**src/rtl/sorted_insert.sv**
```systemverilog
// sorted_insert
//   Inserts one value per request into a RAM-resident list kept in ascending
//   unsigned order. The search walks down from the top of the list and shifts
//   each larger entry up one slot until the insertion point is found, so the
//   list is sorted again when the insert finishes.
//
// Ports
//   clk       sole clock, rising edge
//   reset     asynchronous, active-high
//   start     level request to insert valueIn (one insert per high level)
//   clear     empties the list when sampled in IDLE (wins over start)
//   valueIn   value to insert, latched when start is accepted
//   rdata     RAM read data, valid one cycle after addr is presented
//   addr      RAM address for both reads and writes
//   wren      RAM write enable, one-cycle pulse per write
//   wdata     RAM write data
//   count     number of valid entries (0..2**ADDR_W)
//   busy      high while an insert is in progress (READ, CMP, WRITE)
//   done      high while in DONE
//   full      list holds 2**ADDR_W entries
//   rejected  high in DONE when the insert was refused because the list was full
module sorted_insert #(
  parameter int DATA_W = 8,
  parameter int ADDR_W = 5
) (
  input  logic              clk,
  input  logic              reset,
  input  logic              start,
  input  logic              clear,
  input  logic [DATA_W-1:0] valueIn,
  input  logic [DATA_W-1:0] rdata,
  output logic [ADDR_W-1:0] addr,
  output logic              wren,
  output logic [DATA_W-1:0] wdata,
  output logic [ADDR_W:0]   count,
  output logic              busy,
  output logic              done,
  output logic              full,
  output logic              rejected
);

  typedef enum logic [2:0] {
    IDLE,
    READ,
    CMP,
    WRITE,
    DONE
  } state_t;

  localparam logic [ADDR_W:0] CAPACITY = {1'b1, {ADDR_W{1'b0}}};

  state_t              state;
  logic [ADDR_W-1:0]   i;
  logic [ADDR_W-1:0]   pos;
  logic [DATA_W-1:0]   value;

  // Equal entries are not shifted, so duplicates land after existing equals.
  logic                shift_up;
  assign shift_up = (rdata > value);

  assign full = (count == CAPACITY);
  assign busy = (state == READ) || (state == CMP) || (state == WRITE);
  assign done = (state == DONE);

  // Control FSM. The walk exits at i==0 before any decrement, so i can never
  // wrap; pos is the slot the latched value finally goes into.
  always_ff @(posedge clk or posedge reset) begin
    if (reset) begin
      state    <= IDLE;
      count    <= '0;
      i        <= '0;
      pos      <= '0;
      value    <= '0;
      rejected <= 1'b0;
    end else begin
      case (state)
        IDLE: begin
          if (clear) begin
            count <= '0;
          end else if (start) begin
            if (full) begin
              rejected <= 1'b1;
              state    <= DONE;
            end else if (count == '0) begin
              value <= valueIn;
              pos   <= '0;
              state <= WRITE;
            end else begin
              value <= valueIn;
              i     <= count[ADDR_W-1:0] - 1'b1;
              state <= READ;
            end
          end
        end
        READ: begin
          state <= CMP;
        end
        CMP: begin
          if (shift_up) begin
            if (i == '0) begin
              pos   <= '0;
              state <= WRITE;
            end else begin
              i     <= i - 1'b1;
              state <= READ;
            end
          end else begin
            pos   <= i + 1'b1;
            state <= WRITE;
          end
        end
        WRITE: begin
          count <= count + 1'b1;
          state <= DONE;
        end
        DONE: begin
          // Waiting for start to drop makes one start level give one insert.
          if (!start) begin
            rejected <= 1'b0;
            state    <= IDLE;
          end
        end
        default: begin
          state <= IDLE;
        end
      endcase
    end
  end

  // RAM port decode. The shift write in CMP has to use rdata in the same
  // cycle it arrives, so the port is decoded from the registered state
  // rather than registered again; idle cycles park addr/wdata at zero.
  always_comb begin
    addr  = '0;
    wren  = 1'b0;
    wdata = '0;
    case (state)
      READ: begin
        addr = i;
      end
      CMP: begin
        if (shift_up) begin
          wren  = 1'b1;
          addr  = i + 1'b1;
          wdata = rdata;
        end
      end
      WRITE: begin
        wren  = 1'b1;
        addr  = pos;
        wdata = value;
      end
      default: begin
      end
    endcase
  end

endmodule

```
**config.mk**
```make
export PLATFORM = sky130hd
export DESIGN_NAME = sorted_insert
export DESIGN_NICKNAME = d
export VERILOG_FILES = /design/src/rtl/sorted_insert.sv
export SDC_FILE = /design/constraint.sdc
export NUM_CORES = 1
export LEC_CHECK = 0
export ABC_AREA = 1
export CORE_AREA = 8 8 64 77
export CTS_CLUSTER_SIZE = 40
export DETAILED_ROUTE_END_ITERATION = 16
export DIE_AREA = 0 0 72 85
export GPL_TIMING_DRIVEN = 1
export PLACE_DENSITY = 0.9
export RECOVER_POWER = 50
export SYNTH_ARGS = -nofsm -noshare
export SYNTH_HDL_FRONTEND = slang
export SYNTH_SLANG_ARGS = --single-unit
```
**constraint.sdc**
```tcl
create_clock -name clk -period 7.6 [get_ports clk]
set_input_delay 2.28 -clock clk [delete_from_list [all_inputs] [get_ports clk]]
set_output_delay 2.28 -clock clk [all_outputs]
set_load 0.05 [all_outputs]
```
## After elaboration in Yosys (flattened, before gate mapping)

Index checks and enable logic that the tools add are counted.

- Flip-flop bits (word level): 28
- Bits of input ports: 20
- Output and inout bits: 24
- Word-level logic and storage cells: 78

- $add $sub $neg: 4
- $lt $le $gt $ge: 1
- Equal/unequal tests: 16
- Mux-type cells: 35
- Bitwise operators: 2
- Reduce and logical (&&, ||, !) cells: 14

Operators by type and width:

| kind | number |
|---|---|
| $mux 5 | 13 |
| $ne 2x2->1 const B | 10 |
| $pmux 5 s2 | 2 |
| $pmux 8 s2 | 1 |
| $mux 3 | 5 |
| $pmux 3 s5 | 1 |
| $pmux 5 s3 | 1 |
| $pmux 6 s2 | 1 |
| $sub 5x1->5 const B | 2 |
| $gt 8x8->1 | 1 |
| $mux 8 | 1 |
| $reduce_and 7->1 | 1 |
| $add 6x1->6 const B | 1 |
| $eq 3x2->1 const B | 2 |
| $eq 6x6->1 const B | 1 |
| $logic_not 6->1 | 1 |
| $mux 6 | 1 |
| $reduce_and 6->1 | 1 |
| $reduce_bool 2->1 | 3 |
| $add 5x1->5 const B | 1 |
| $logic_not 5->1 | 1 |
| $mux 1 | 5 |
| $reduce_and 5->1 | 1 |
| $mux 2 | 2 |
| other kinds (10) | 13 |

## Depth between registers and ports, before layout

- Word-level depth: 6
- Mapped depth: 14
- Gate-level depth less buffers: 14

## Least setup slack after synthesis

Ideal clock, no wire load.

- Path type: input port to output port
- Start point: input rdata[7]
- End point: output wren
- Arrival time: 4.036 ns
- Data required time: 5.320 ns
- Path slack: 1.284 ns
- Stages: 7
- Buffers on the path: 0
- Path through: ha_1 > nand2_1 > nor2_1 > nand2_1 > nand2_1 > nand2_1 > o21ai_0

- Longest elaborated chain between the ends: 3

Ends and longest elaborated chain:

| element | RTL line | source |
|---|---|---|
| from (decl) | 31 | `input logic [DATA_W-1:0] rdata,` |
| $gt 8x8->1 | 59 | `assign shift_up = (rdata > value);` |
| $mux 1 | 142 | `if (shift_up) begin` |
| $pmux 1 s2 | 137 | `case (state)` |
| to (decl) | 33 | `output logic wren,` |

No other way between the ends.

## Worst setup path after layout

- Start point: input rdata[3]
- End point: output wdata[5]

- Longest elaborated chain between the ends: 3

Ends and longest elaborated chain:

| element | RTL line | source |
|---|---|---|
| $gt 8x8->1 | 59 |  |
| $mux 8 | 142 |  |
| $pmux 8 s2 | 137 |  |
| to (decl) | 34 | `output logic [DATA_W-1:0] wdata,` |

No other way between the ends.

==> flow_metrics.py <==
metrics = {
    "pwr": {
        "clockPowerShare": 0.090,
        "netSwitchingFraction": 0.544,
        "vdd_drop_max_uv": 165,
        "p_switching_uw": 579,
        "power_mw": 1.06,
        "p_leak_nw": 1.27,
        "p_seq_frac": 0.234,
        "p_int_uw": 485,
        "comb_power_share": 0.676,
        "p_per_area_mw_per_mm2": 435,
    },
    "cts": {
        "clkSlewWorstSetupHoldPaths_ns": 0.10,
        "post-cts-setup-buffers": 0,
        "insertion_delay_ns": 0.28,
        "clock-sinks": 28,
        "htree_levels": 1,
        "ctsRootBufferMaster": "clkbuf_8",
        "clock_path_buffers": 2,
        "cts_hold_buf": 0,
        "cts_tree": "yes",
        "cts_resized": 0,
        "numCtsBuffers": 3,
    },
    "floorplan": {
        "row_count": 25,
        "die_width_um": 72,
        "pin_count": 44,
        "core_area_mm2": 0.00378,
        "fp.dieArea_mm2": 0.00612,
        "die_y_um": 85,
        "initial_core_util": 0.510,
    },
    "finish": {
        "ff_latch_area_um2": 701,
        "nNetsFinal": 350,
        "syn_to_final_growth_pct": 26.8,
        "finalNonFillerCells": 370,
        "drive_gt1_frac": 0.0886,
        "num_antenna_cells": 0,
        "n_fill_cell": 311,
        "multi_input_area_mm2": 0.00107,
        "final_util": 0.646,
    },
    "setup_path": {
        "cp_data_required_time_ns": 5.32,
        "critPathLaunchType": "input pin",
        "r2r-start": "count[0]",
        "critical_path_class": "in -> out",
        "r2r_cells": 7,
        "cp-end-kind": "output port",
        "r2r_end": "value[0]",
        "cp.arrival_ns": 4.73,
        "reg2reg_setup_slack_ns": 5.64,
        "cp_max_fo": 12,
    },
    "synthesis": {
        "yosysSeqAreaShare": 0.363,
        "synthesis.area_mm2": 0.00193,
        "yosys_register_bits": 28,
        "synth_cells": 272,
        "syn_avg_cell_area_um2": 7.09,
        "synthDominantAreaCellType": "dfrtp_1",
        "syn-num-nets": 305,
        "synth_edf_count": 0,
        "synth_warnings": 0,
        "synth_area_leaders": "dfrtp_1 36%, nand2_1 18%, ha_1 8.4%, inv_1 6.0%, nand3_1 4.2%",
        "synth_most_common_cell": "nand2_1",
        "synth_common_cells": "92 x nand2_1, 31 x inv_1, 28 x dfrtp_1",
        "synth_cell_types": 28,
        "synth_top_area_frac": 0.363,
        "synth-async-reset-ratio": 1.00,
        "synth_ff_type": "dfrtp_1",
    },
    "timing": {
        "tightest_slew_ns": 1.09,
        "hold_viol_final": 0,
        "fmax_mhz": 143,
        "finalMaxSlewViolations": 0,
        "fin_worst_skew_ns": 0.00926,
        "max_slew_margin": 0.270,
        "timing.final.ws_setup_ns": 0.595,
        "post-route-period-util": 0.922,
        "rsz0062_at_grt": "no",
        "layout_min_cycle_time_ns": 7.01,
        "setup_viol": 0,
        "tns_ns": 0,
    },
    "run_status": {
        "status": "finished, final reports clean",
    },
    "drt": {
        "drt_pre_antenna_iters": 4,
        "drc": 0,
        "vias_per_cell": 5.06,
        "first_iter_violations": 100,
        "via_count": 1874,
        "drt-wirelength-per-cell_um": 12.7,
        "totalWireLength_um": 4690,
        "ant_nets": 0,
    },
    "hold_path": {
        "whs_path_depth": 2,
        "hold_path_end": "pos[0]",
        "min_path_type": "reg -> reg",
        "holdCritStartpoint": "pos[0]",
    },
    "global_route": {
        "grt_max_degree": 29,
        "overflow": 0,
        "grt_pass1_wl_um": 8180,
        "antenna_found_initial": 0,
        "grt_pass1_vias": 1889,
        "grt_usage": 0.162,
    },
    "placement": {
        "dpl.cell_count": 366,
        "gp_congestion": 0.848,
        "io_buffers": 43,
        "hpwl_um": 3710,
        "place_ws_ns": 0.593,
    },
    "flow_run": {
        "max_cap_viol_count": 0,
    },
}
-- routing by layer --
layer,GRT usage,part of all wire,routed length [um],up-vias
met5,0,0,0,-
met4,0.0782,0.025,118,0
met3,0.0236,0.044,208,9
met2,0.311,0.53,2510,40
met1,0.163,0.40,1860,870
li1,-,-,-,955
-- cell usage in the layout, fill, tap and decap left out, drive strengths merged --
| cell type | instances |
|---|---|
| xor2 | 3 |
| nor2 | 25 |
| dlygate4sd3 | 2 |
| mux2 | 1 |
| o21ai | 18 |
| a31oi | 1 |
| nor3 | 3 |
| o211ai | 1 |
| dfrtp | 28 |
| clkdlybuf4s50 | 35 |
| nand3 | 18 |
| xnor2 | 1 |
| nand4 | 6 |
| o22ai | 1 |
| a21oi | 13 |
| nand2 | 99 |
| ha | 13 |
| a21o | 1 |
| inv | 35 |
| clkbuf | 4 |
| buf | 7 |
| nand3b | 1 |
-- cell type report --
type,instances,area share
Clock buffer,4,0.0225
Multi-Input combinational cell,205,0.437
Timing Repair Buffer,44,0.173
Tap cell,54,0.0276
Sequential cell,28,0.286
Inverter,35,0.0537
-- worst max-delay path, stage by stage --
cell	delay [ns]
clkdlybuf4s50_1	0.43
ha_1	0.31
nand2_1	0.05
inv_1	0.07
nand2_1	0.05
nand2_1	0.05
nand2_1	0.05
nand2_1	0.08
nand2_1	0.10
nor2_1	0.10
buf_4	0.19
nand2_1	0.06
o21ai_0	0.06
clkdlybuf4s50_1	0.82
-- flip-flops by register name, indices dropped and copies added, names as in the netlist --
register  cells
value         8
count         6
i             5
pos           5
state         3
rejected      1
-- power groups by stage --
| stage | logic (mW) | registers (mW) | clock network (mW) |
|---|---|---|---|
| floorplan | 0.527 | 0.260 | 0 |
| global placement | 0.702 | 0.250 | 0 |
| detailed placement | 0.721 | 0.253 | 0 |
| CTS | 0.725 | 0.249 | 0.0968 |
| global route | 0.801 | 0.256 | 0.0998 |
| finish | 0.720 | 0.249 | 0.0953 |
-- stage by stage --
stage / instance area (um^2) / hold WS, ns
final: 2450 / 0.488
after floorplan: 1930 / 0.442
after global placement: 2400 / 0.455
after detailed placement: 2400 / 0.460
after CTS: 2450 / 0.485
after global routing: 2450 / 0.503
-- worst max path at each step --
| stage | slack (ns) | depth (start not counted) | startpoint | end |
|---|---|---|---|---|
| 2_1_floorplan | 1.28 | 7 | rdata[7] | wren |
| 3_3_place_gp | 0.69 | 14 | rdata[1] | wdata[2] |
| 3_5_place_dp | 0.59 | 14 | rdata[3] | wdata[2] |
| 4_1_cts | 0.58 | 14 | rdata[3] | wdata[2] |
| 5_1_grt | 0.32 | 16 | rdata[0] | wdata[6] |
| 6_report | 0.59 | 14 | rdata[3] | wdata[5] |
-- logic make-up (layout without fill, tap and decap cells) --
group           Yosys count  count (layout)  synth area share
xor+xnor                  4               4            0.0182
buf+inv                  39              83            0.0785
simple gates            152             152             0.353
mux                       1               1           0.00584
compound gates           35              35            0.0966
flops                    28              28             0.363
fa+ha+maj                13              13            0.0843
Note: power is estimated with default switching activity, not from simulation.
